[config.mk]
export PLATFORM = sky130hd
export DESIGN_NAME = mux_scan_sampler
export DESIGN_NICKNAME = d
export VERILOG_FILES = /design/src/rtl/mux_scan_pkg.sv /design/src/rtl/scan_settle_cnt.sv /design/src/rtl/mux_scan_sampler.sv
export SDC_FILE = /design/constraint.sdc
export NUM_CORES = 1
export LEC_CHECK = 0
export ABC_AREA = 1
export CAP_MARGIN = 20
export CORE_UTILIZATION = 60
export DETAILED_ROUTE_END_ITERATION = 7
export DONT_BUFFER_PORTS = 1
export PLACE_DENSITY = 0.76
export SETUP_SLACK_MARGIN = 0.02
export SLEW_MARGIN = 5
export SYNTH_ARGS = -nofsm -noshare
export SYNTH_HDL_FRONTEND = slang
export SYNTH_SLANG_ARGS = --single-unit
[constraint.sdc]
create_clock -name clk -period 1.85 [get_ports clk]
set_input_delay 0.185 -clock clk [delete_from_list [all_inputs] [get_ports clk]]
set_output_delay 0.185 -clock clk [all_outputs]
set_load 0.05 [all_outputs]
[src/rtl/mux_scan_pkg.sv]
// Shared types and sizes for the mux scan sampler: FSM state encoding,
// channel count, select width and settle-counter width.
package mux_scan_pkg;

  localparam int N_CH  = 8;
  localparam int SEL_W = 3;
  localparam int CNT_W = 4;

  typedef enum logic [1:0] {
    ST_IDLE,
    ST_SETTLE,
    ST_SAMPLE,
    ST_HOLD
  } scan_state_t;

endpackage

[src/rtl/scan_settle_cnt.sv]
// Loadable down-counter with zero flag; paces how long the mux select
// is held before each sample.
module scan_settle_cnt
  import mux_scan_pkg::*;
(
  input  logic             clk_i,
  input  logic             rst_i,
  input  logic             load_i,
  input  logic             dec_i,
  input  logic [CNT_W-1:0] load_val_i,
  output logic             zero_o
);

  logic [CNT_W-1:0] cnt_q, cnt_d;

  // Load takes priority over decrement; the count saturates at zero.
  always_comb begin
    cnt_d = cnt_q;
    if (load_i) begin
      cnt_d = load_val_i;
    end else if (dec_i && (cnt_q != '0)) begin
      cnt_d = cnt_q - CNT_W'(1);
    end
  end

  always_ff @(posedge clk_i) begin
    if (rst_i) begin
      cnt_q <= '0;
    end else begin
      cnt_q <= cnt_d;
    end
  end

  assign zero_o = (cnt_q == '0);

endmodule

[src/rtl/mux_scan_sampler.sv]
// Steps an external 8:1 mux select through channels 0..7, samples its
// output after a settle interval and hands the 8-bit word out on valid/ready.
module mux_scan_sampler
  import mux_scan_pkg::*;
#(
  parameter int SETTLE = 1
) (
  input  logic       clk,
  input  logic       rst,
  input  logic       start,
  input  logic       cont,
  input  logic       mux_y,
  output logic [2:0] sel,
  output logic [7:0] word,
  output logic       word_valid,
  input  logic       word_ready,
  output logic       busy
);

  // With SETTLE=0 the SETTLE state is skipped and every channel is one SAMPLE cycle.
  localparam logic [CNT_W-1:0] RELOAD   = (SETTLE == 0) ? '0 : CNT_W'(SETTLE - 1);
  localparam scan_state_t      FIRST_ST = (SETTLE == 0) ? ST_SAMPLE : ST_SETTLE;

  scan_state_t      state_q;
  logic [SEL_W-1:0] sel_q;
  logic [N_CH-1:0]  shadow_q;
  logic [N_CH-1:0]  word_q;
  logic             valid_q;
  logic             busy_q;

  logic begin_scan;
  logic last_ch;
  logic cnt_load;
  logic cnt_dec;
  logic cnt_zero;

  assign last_ch    = (sel_q == SEL_W'(N_CH - 1));
  assign begin_scan = ((state_q == ST_IDLE) && start) ||
                      ((state_q == ST_HOLD) && word_ready && cont);
  assign cnt_load   = begin_scan || ((state_q == ST_SAMPLE) && !last_ch);
  assign cnt_dec    = (state_q == ST_SETTLE);

  scan_settle_cnt u_settle_cnt (
    .clk_i      (clk),
    .rst_i      (rst),
    .load_i     (cnt_load),
    .dec_i      (cnt_dec),
    .load_val_i (RELOAD),
    .zero_o     (cnt_zero)
  );

  always_ff @(posedge clk) begin
    if (rst) begin
      state_q  <= ST_IDLE;
      sel_q    <= '0;
      shadow_q <= '0;
      word_q   <= '0;
      valid_q  <= 1'b0;
      busy_q   <= 1'b0;
    end else begin
      case (state_q)
        ST_IDLE: begin
          if (start) begin
            sel_q    <= '0;
            shadow_q <= '0;
            busy_q   <= 1'b1;
            state_q  <= FIRST_ST;
          end
        end
        ST_SETTLE: begin
          if (cnt_zero) begin
            state_q <= ST_SAMPLE;
          end
        end
        ST_SAMPLE: begin
          shadow_q[sel_q] <= mux_y;
          // The last channel's bit is merged directly so the word is complete now.
          if (last_ch) begin
            word_q  <= {mux_y, shadow_q[N_CH-2:0]};
            valid_q <= 1'b1;
            state_q <= ST_HOLD;
          end else begin
            sel_q   <= sel_q + SEL_W'(1);
            state_q <= FIRST_ST;
          end
        end
        ST_HOLD: begin
          if (word_ready) begin
            valid_q <= 1'b0;
            if (cont) begin
              sel_q    <= '0;
              shadow_q <= '0;
              state_q  <= FIRST_ST;
            end else begin
              busy_q  <= 1'b0;
              state_q <= ST_IDLE;
            end
          end
        end
        default: begin
          state_q <= ST_IDLE;
        end
      endcase
    end
  end

  assign sel        = sel_q;
  assign word       = word_q;
  assign word_valid = valid_q;
  assign busy       = busy_q;

endmodule

; ---- After elaboration in Yosys (flattened, before gate mapping)
; Index checks and enable logic that the tools add are counted.
[word_totals]
regBits = 27
inputBits = 6
out_inout_bits = 13
wordCells = 69
[op_classes]
add_sub_neg = 2
order_cmp = 2
n_eq_ne = 11
n_mux = 25
n_reduce_logical = 22
[ops]
columns = cell, count
row1 = 8-bit two-way mux, 3
row2 = 8-bit case mux with 3 select lines, 1
row3 = 2-bit inequality test (second input constant), 7
row4 = 3-bit two-way mux, 4
row5 = 3-bit case mux with 3 select lines, 1
row6 = 8-bit bitwise mux, 1
row7 = 2-bit two-way mux, 4
row8 = 2-bit case mux with 4 select lines, 1
row9 = 4-bit AND reduction, 2
row10 = 1-bit two-way mux, 7
row11 = 1-bit logical AND, 6
row12 = 3-bit AND reduction, 2
row13 = 5-bit AND reduction, 1
row14 = 2-bit equality test (second input constant), 2
row15 = 4-bit logical NOT, 1
row16 = 3-bit by 4-bit less-than comparator with 1-bit output (second input constant), 1
row17 = 1-bit case mux with 2 select lines, 2
row18 = 2-bit nonzero test, 2
row19 = 4-bit nonzero test, 1
row20 = 4-bit by 1-bit subtractor with 4-bit output (second input constant), 1
row21 = 3-bit by 1-bit adder with 3-bit output (second input constant), 1
row22 = 1-bit demux with 3-bit select, 1
row23 = 3-bit equality test (second input constant), 1
row24 = 3-bit by 1-bit greater-or-equal comparator with 1-bit output (second input constant), 1
row25 = other kinds (7), 8

; ---- Logic depth before layout (Yosys ltp)
; Gate-level depths: netlist of run 1.
[depth]
word_depth = 6
mapped_depth = 9
mapped_depth_nobuf = 9

; ---- Modules after synthesis
; A second synthesis of run 1 with hierarchy kept.
[hier_totals]
cells_unflattened = 222
hier_area_um2 = 1476.4
[modules_own_cells]
columns = mod, n_inst, cells_per_inst, area_per_inst_um2, seq_area_each_um2
row1 = mux_scan_sampler, 1, 181, 1202.4, 440.4
row2 = scan_settle_cnt, 1, 41, 274.0, 80.1

; ---- Worst setup path before layout of run 1
; No wires, ideal clock.
[synth_path]
kind = flip-flop to flip-flop
from = reg sel_q[1], in the netlist sel[1]
to = reg word_q[0], in the netlist word[0]
setup_ns = 0.132
arrival_ns = 1.648
required_time_ns = 1.718
setup_slack_ns = 0.070
path_stages_with_launch = 8
n_path_buf = 2
period_less_slack_ns = 1.780
cell_sequence = dfxtp_1 ha_1 ha_1 clkbuf_1 nand2_4 buf_6 nand2_1 a21oi_1
[synth_via]
elab_chain_cells = 2
[synth_lines]
columns = element, line
row1 = "start, declared", mux_scan_sampler.sv:25  ; logic [SEL_W-1:0] sel_q;
row2 = "start signal, assigned", mux_scan_sampler.sv:83  ; sel_q <= sel_q + SEL_W'(1);
row3 = 3-bit equality test, mux_scan_sampler.sv:37  ; assign last_ch = (sel_q == SEL_W'(N_CH - 1));
row4 = 2-bit AND reduction (no line), n/a
row5 = "end signal, assigned", mux_scan_sampler.sv:79  ; word_q <= {mux_y, shadow_q[N_CH-2:0]};
row6 = "end, declared", mux_scan_sampler.sv:27  ; logic [N_CH-1:0] word_q;
; Every way passes these cells.
; A chain may end at the register's enable or synchronous reset.

; ---- Final worst setup path of run 1
[layout_path]
from = reg state_q[0]
to = reg state_q[1]
[layout_via]
elab_chain_cells = 3
word_cells_on_any_way = 9
classes_between = eq/ne: 6 / mux: 1 / reduce/logical: 2
[layout_lines]
columns = element, line
row1 = "start, declared", mux_scan_sampler.sv:24  ; scan_state_t state_q;
row2 = "start signal, assigned", mux_scan_sampler.sv:54  ; state_q <= ST_IDLE;
row3 = "start signal, assigned", mux_scan_sampler.sv:67  ; state_q <= FIRST_ST;
row4 = "start signal, assigned", mux_scan_sampler.sv:72  ; state_q <= ST_SAMPLE;
row5 = 2-bit by 1-bit equality test with 1-bit output (tied with other cells), mux_scan_sampler.sv:61  ; case (state_q)
row6 = 2-bit inequality test (no line), n/a
row7 = 3-bit AND reduction (no line), n/a
; Several ways; a longest one is shown, not always the timed one.

==> flow_metrics.tcl, run 1 <==
set metrics [dict create \
    synth_enable_flop_cells 0 \
    instances_no_fill 198 \
    power.sequential.fraction 0.624 \
    synth_largest_area_cell "dfxtp_1" \
    detailed_route_wire_length_mm 2.324 \
    htree_num_levels 1 \
    ys_top_cells_by_area "dfxtp_1, nand2_1, a21oi_1, nand3_1, inv_1" \
    ioPinCount 19 \
    numCtsBuffers 3 \
    power_density_normalized_to_cell_area_nw_per_um2 718.1 \
    postSynth.asyncResetShare 0 \
    layout.nets 182 \
    power.share.combinational 0.129 \
    data_arrival_time_at_the_worst_slack_endpoint_ns 1.60 \
    skew_ns 0.005486 \
    post-synth-top-area-fraction 0.4160 \
    route.detailed.vias_per_inst 5.399 \
    tritoncts_num_sinks 26 \
    synthesis.nets 179 \
    worst_path_required_ns 2.10 \
    synth.lib_cells_used.distinct 24 \
    cp-end-kind "flip-flop" \
    timing.critical_path.fanout_max 16 \
    lkg_pwr_uw 0.0005355 \
    antenna_violations_before_repair 0 \
    syn-instance-count 170 \
    clockRootBuffer "clkbuf_4" \
    maximum_number_of_pins_on_one_net_before_global_route_repair 22 \
    report.final.hold_viol_count 0 \
    ys_seq_elements 26 \
    synth_commonest_cells "nand2_1, dfxtp_1, a21oi_1" \
    layout_min_cycle_time_ns 1.349 \
    fillers 186 \
    clock.fmax_mhz 741.4 \
    synthFlopType "dfxtp_1" \
    post_synth_instance_area_um2 1251 \
    ys_seq_area_frac 0.4160 \
    clkTransAtPathRegs_ns 0.12 \
    clock_path_buffers 2 \
    first_iter_violations 15 \
    reg2reg_slack_ns 0.50 \
    maxSlewViolCount 0 \
    clock_latency_at_the_later_pin_of_the_worst_skew_pair_ns 0.32 \
    dp_hpwl_mm 1.706 \
    max_cap_viol_count 0 \
    run_status "complete, no violations" \
    first_pass_iters 5 \
    yosysMostFrequentCell "nand2_1" \
    vias 1069 \
    synth_warnings 0 \
    ratio_of_final_minimum_period_to_clock_period 0.7290 \
    cts_tree "done" \
    postCtsResizedCells 0 \
    floorplan.die_area_um2 2272 \
    core_region_area_um2 1962 \
    global_route.overflow_total 0 \
    hold_path.class "in -> reg" \
    p_switching_uw 256.5 \
    multi_input_area_um2 614.3 \
    grt_setup_unrepaired "no" \
    layout-drive-gt1-share 0.1111 \
    pre_cts_slack_ns 0.5403 \
    gp_congestion 0.8393 \
    timing.hold.ws_ns 0.003179 \
    grt_pass1_wl_mm 3.367 \
    area.sequential_um2 520.5 \
    power_frac_clock 0.247 \
    crit_type "reg -> reg" \
    placement_rows 16 \
    placed_cells_incl_taps 194 \
    drt.antenna.violating_nets 0 \
    final.setup.worst_slack_ns 0.5013 \
    grt_usage 0.2145 \
    antenna_cells 0 \
    portBuffers 0 \
    syn2layout_area_growth_pct 4.400 \
    setup_viol_count_final 0 \
    routedWlPerCell_um 11.74 \
    route.detailed.drc 0 \
    worst_pin_slew_ns 0.7475 \
    syn-mean-instance-area_um2 7.360 \
    initial_core_util 0.6378 \
    floorplan.die.height_um 47.67 \
    die_x_um 47.67 \
    number_of_global_route_vias_before_repair 846 \
    worst_ir_drop_vdd_uv 644.6 \
    p_int_uw 681.6 \
    critical_path.startpoint_type "flip-flop" \
    switching_share_of_power 0.2734 \
    worst_slew_margin_rel 0.5000 \
    tns_ns 0 \
]
## path summary, 6_finish.rpt
| path | depth (start not counted) | from | to |
|---|---|---|---|
| worst max-delay path | 7 | state_q[0] | state_q[1] |
| worst min-delay path | 2 | start | busy |
| worst max register to register | 7 | state_q[0] | state_q[1] |
| worst min register to register | 2 | shadow_q[3] | shadow_q[3] |
## logic make-up after synthesis
| family | after synthesis | synth area share |
|---|---|---|
| flops | 26 | 0.4160 |
| buf+inv | 26 | 0.09300 |
| xor+xnor | 2 | 0.01400 |
| fa+ha+maj | 3 | 0.03000 |
| compound gates | 29 | 0.1270 |
| simple gates | 84 | 0.3200 |
## registers in the layout (all words and copies together) (netlist names)
register            cells
sel                     3
word                    8
state_q                 2
word_valid              1
shadow_q                7
busy                    1
u_settle_cnt.cnt_q      4
## metrics by stage
step                      area [um2]  total power, uW  utilization
final                           1306            938.0       0.6658
after floorplan                 1251            699.7            -
after global routing            1306            985.5       0.6658
after CTS                       1306            947.5       0.6658
after detailed placement        1274            710.7       0.6492
after global placement          1274            708.6       0.6492
## timing repair
| action | 4_1_cts | 5_1_grt |
|---|---|---|
| hold buffers | 1 | 0 |
| setup endpoints to repair | 0 | 0 |
| buffers inserted | 0 | 0 |
| hold endpoints to repair | 21 | 0 |
## power groups by stage
stage                     registers, uW  clock network (uW)  logic (uW)
after floorplan                     602                   0        97.2
after global placement              597                   0         111
after detailed placement            598                   0         112
after CTS                           586                 241         121
after global routing                588                 262         135
final                               586                 232         121
## cell type report
cell class,instances,share of cell area
clock buffers,3,0.01724
repair buffers,6,0.03640
inverters,18,0.05172
multi-input cells,118,0.4703
flip-flops and latches,26,0.3985
well taps,27,0.02586
## routing by layer
metal	GRT usage	vias to the layer above	part of all wire
met1	0.2540	488	0.43
li1	-	557	-
met2	0.3726	19	0.51
met5	0	-	0
met3	0.04151	5	0.036
met4	0.1000	0	0.018
## cell usage in the layout (no fill, tap or decap)
| cell type | synthesis | final |
|---|---|---|
| nand2_1 | 46 | 46 |
| nand2_4 | 3 | 3 |
| nor2_4 | 1 | 1 |
| clkbuf_4 | 0 | 3 |
| xor2_1 | 1 | 1 |
| nor2_1 | 4 | 4 |
| nand2_2 | 2 | 2 |
| nor2_2 | 1 | 1 |
| dfxtp_1 | 26 | 26 |
| ha_1 | 3 | 3 |
| nand4_1 | 7 | 7 |
| inv_1 | 16 | 16 |
| o21ai_0 | 3 | 3 |
| o31ai_1 | 1 | 1 |
| buf_4 | 0 | 5 |
| a21oi_1 | 22 | 22 |
| nand3b_1 | 2 | 2 |
| xnor2_1 | 1 | 1 |
| nand3_1 | 18 | 18 |
| inv_2 | 2 | 2 |
| a21oi_2 | 1 | 1 |
| a31oi_1 | 1 | 1 |
| dlygate4sd3_1 | 0 | 1 |
| o21bai_2 | 1 | 1 |
## worst max-delay path, stage by stage, from the launching register on
cell	delay, ns
dfxtp_1	0.37
inv_1	0.12
nand2_2	0.09
inv_2	0.24
nand2_4	0.18
nand2_1	0.10
nand3b_1	0.08
a21oi_1	0.12
Power figures use the tool's default switching activity.
==> run 2: changes to the inputs <==
--- a/config.mk
+++ b/config.mk
@@ -5,12 +5,12 @@
 export SDC_FILE = /design/constraint.sdc
 export NUM_CORES = 1
 export LEC_CHECK = 0
-export ABC_AREA = 1
+export ABC_AREA = 0
 export CAP_MARGIN = 20
-export CORE_UTILIZATION = 60
+export CORE_UTILIZATION = 55
 export DETAILED_ROUTE_END_ITERATION = 7
 export DONT_BUFFER_PORTS = 1
-export PLACE_DENSITY = 0.76
+export PLACE_DENSITY = 0.73
 export SETUP_SLACK_MARGIN = 0.02
 export SLEW_MARGIN = 5
 export SYNTH_ARGS = -nofsm -noshare
==> constraint.sdc (replaced) <==
create_clock -name clk -period 1.1 [get_ports clk]
set_input_delay 0.11 -clock clk [delete_from_list [all_inputs] [get_ports clk]]
set_output_delay 0.11 -clock clk [all_outputs]
set_load 0.05 [all_outputs]
==> run 2 against run 1 <==
Compared with the run above: the flow now finishes with violations (negative hold slack, negative setup slack); clock skew grew 0.0044 ns; non-clock buffer count rose by 32; sequential power grew 64%; sequential share of layout area decreased by 10 points; flip-flop and latch count unchanged; via count rose by 20%; clock power increased by 81%; setup slack got worse by 0.97 ns.
==> flow_metrics.tcl, run 2 <==
set metrics [dict create \
    run_status "finished, violations left" \
    violations "negative hold slack, negative setup slack" \
    cp-end-kind "flip-flop" \
    power_density_normalized_to_cell_area_nw_per_um2 923.7 \
    flip_flop_count_of_the_largest_register_all_copies_and_words_added 8 \
    synth_warnings 0 \
    crit_type "reg -> reg" \
    ys_seq_elements 26 \
    grt_pass1_wl_mm 5.547 \
    dp_hpwl_mm 2.029 \
    die_x_um 49.77 \
    tritoncts_num_sinks 26 \
    clock_latency_at_the_later_pin_of_the_worst_skew_pair_ns 0.34 \
    final_cell_area_um2 1815 \
    detailed_route_wire_length_mm 3.900 \
    clkTransAtPathRegs_ns 0.14 \
    worstHoldPathCells 2 \
    critical_path.startpoint_type "flip-flop" \
    data_arrival_time_at_the_worst_slack_endpoint_ns 1.80 \
    route.detailed.drc 0 \
    postSynth.asyncResetShare 0 \
    synth_enable_flop_cells 0 \
    clock_path_buffers 2 \
    antenna_cells 0 \
    grt_usage 0.3003 \
    portBuffers 0 \
    syn2layout_area_growth_pct 44.67 \
    clock.fmax_mhz 637.3 \
    maxSlewViolCount 0 \
    number_of_global_route_vias_before_repair 1169 \
    synth.lib_cells_used.distinct 34 \
    placement_rows 16 \
    lkg_pwr_uw 0.0006828 \
    instances_no_fill 198 \
    placed_cells_incl_taps 185 \
    numCtsBuffers 3 \
    skew_ns 0.009921 \
    timing.hold.ws_ns -0.006849 \
    global_route.overflow_total 0 \
    detailed_place.area_um2 1553 \
    synth_largest_area_cell "dfxtp_1" \
    max_cap_viol_count 0 \
    ratio_of_final_minimum_period_to_clock_period 1.426 \
    synth_commonest_cells "dfxtp_1, inv_1, nand2_1, o32ai_1" \
    layout_min_cycle_time_ns 1.569 \
    syn-instance-count 138 \
    ys_seq_area_frac 0.4148 \
    route.detailed.vias_per_inst 6.475 \
    floorplan.die_area_um2 2477 \
    floorplan.die.height_um 49.77 \
    final.setup.worst_slack_ns -0.4690 \
    mostFrequentLayoutCells "buf_4, dfxtp_1, inv_1, nand2b_1, nor2_1" \
    worst_ir_drop_vdd_uv 949.9 \
    first_iter_violations 64 \
    antenna_violations_before_repair 0 \
    layout.nets 182 \
    maximum_number_of_pins_on_one_net_before_global_route_repair 31 \
    worst_slew_margin_rel 0.8137 \
    reg2reg_slack_ns -0.47 \
    post-synth-top-area-fraction 0.4148 \
    synthFlopType "dfxtp_1" \
    worst_r2r_endpoint "word[5]" \
    core_region_area_um2 2062 \
    worstHoldStart "word_ready" \
    layout-drive-gt1-share 0.4912 \
    first_pass_iters 4 \
    whs_endpoint "state_q[0]" \
    cts_tree "done" \
    pre_cts_slack_ns -0.3820 \
    drt.antenna.violating_nets 0 \
    report.final.hold_viol_count 1 \
    yosysMostFrequentCell "dfxtp_1" \
    timing.critical_path.fanout_max 8 \
    worst_path_required_ns 1.33 \
    worst_pin_slew_ns 0.2787 \
    htree_num_levels 1 \
    gp_congestion 0.8057 \
    syn-mean-instance-area_um2 9.094 \
    ys_top_cells_by_area "dfxtp_1, o32ai_1, mux2i_1, a22oi_1, nand2b_1" \
    hold_path.class "in -> reg" \
    ioPinCount 19 \
    reg2reg_depth 7 \
    post_synth_instance_area_um2 1255 \
    vias 1282 \
    initial_core_util 0.6086 \
    setup_viol_count_final 26 \
    clockRootBuffer "clkbuf_4" \
    routedWlPerCell_um 19.70 \
    grt_setup_unrepaired "yes" \
    synthesis.nets 147 \
    mostFrequentLayoutCell "buf_4" \
    reg2reg_from "sel[0]" \
]
## run 2: changes by cell type after synthesis, moves of 5 or more
| cell | before | now |
|---|---|---|
| nand4_1 | 7 | 0 |
| o32ai_1 | 0 | 9 |
| or3_1 | 0 | 5 |
| nand2_1 | 46 | 9 |
| mux2i_1 | 0 | 7 |
| inv_1 | 16 | 10 |
| nand3_1 | 18 | 3 |
| a21oi_1 | 22 | 5 |
| nand2b_1 | 0 | 7 |
| a22oi_1 | 0 | 7 |
## run 2: area by class of cell
cell class	instances	area (um2)
multi-input combinational	94	847.1
sequential	26	541.8
timing repair buffer	38	332.8
fill	97	246.5
inverter	10	37.54
tap	27	33.78
clock buffer	3	22.52
## run 2: critical path, cell delays in order (launching register included)
cell and delay [ns]:
dfxtp_4 0.38, ha_4 0.16, ha_4 0.15, buf_6 0.11
nand3b_1 0.14, buf_6 0.18, mux2i_2 0.24, nor2_1 0.09
## run 2: how the worst max path moves through the flow
stage,start,endpoint,depth (start not counted),slack [ns]
floorplan,sel[1],sel[0],5,-0.48
global placement,sel[0],sel[0],5,-0.36
detailed placement,sel[0],sel[0],5,-0.38
CTS,sel[0],sel[0],5,-0.40
global route,sel[0],word[5],7,-0.49
finish,sel[0],word[5],7,-0.47
## run 2: through the flow
stage	util	TNS, ns	total power [uW]	hold WS (ns)
6_report	0.8805	-8.041	1677	-0.006849
5_1_grt	0.8805	-9.252	1721	0.01656
4_1_cts	0.8222	-7.076	1595	-0.1706
3_5_place_dp	0.7530	-6.717	1174	0.1758
3_3_place_gp	0.7530	-6.152	1170	0.1768
2_1_floorplan	-	-4.667	1133	0.2539
## run 2: cells by family (layout without fill, tap and decap cells)
kind of cell | Yosys count | count (layout) | synth area share
compound gates | 36 | 37 | 0.2154
buf+inv | 19 | 51 | 0.06082
flops | 26 | 26 | 0.4148
fa+ha+maj | 3 | 3 | 0.02991
simple gates | 47 | 47 | 0.2233
mux | 7 | 7 | 0.05583
## run 2: timing repair
| item | 4_1_cts | 5_1_grt |
|---|---|---|
| setup endpoints to repair | 27 | 28 |
| gates resized for setup | 20 | 13 |
| pin swaps | 15 | 9 |
| setup buffers | 1 | 4 |
| hold endpoints to repair | 26 | 25 |
| cloned | 2 | 0 |
## run 2: per-layer routing
metal  vias up  track usage  wire [um]
met5         -            0          0
met4         0       0.1286        167
met3        20      0.04938        202
met2        65       0.5203       1962
met1       619       0.3621       1568
li1        578            -          -
## run 2: report_power, final
group | internal [uW] | switching [uW] | leakage [uW]
logic | 135 | 158 | 0.000454
clock network | 129 | 291 | 0.0000138
registers | 948 | 14.8 | 0.000215
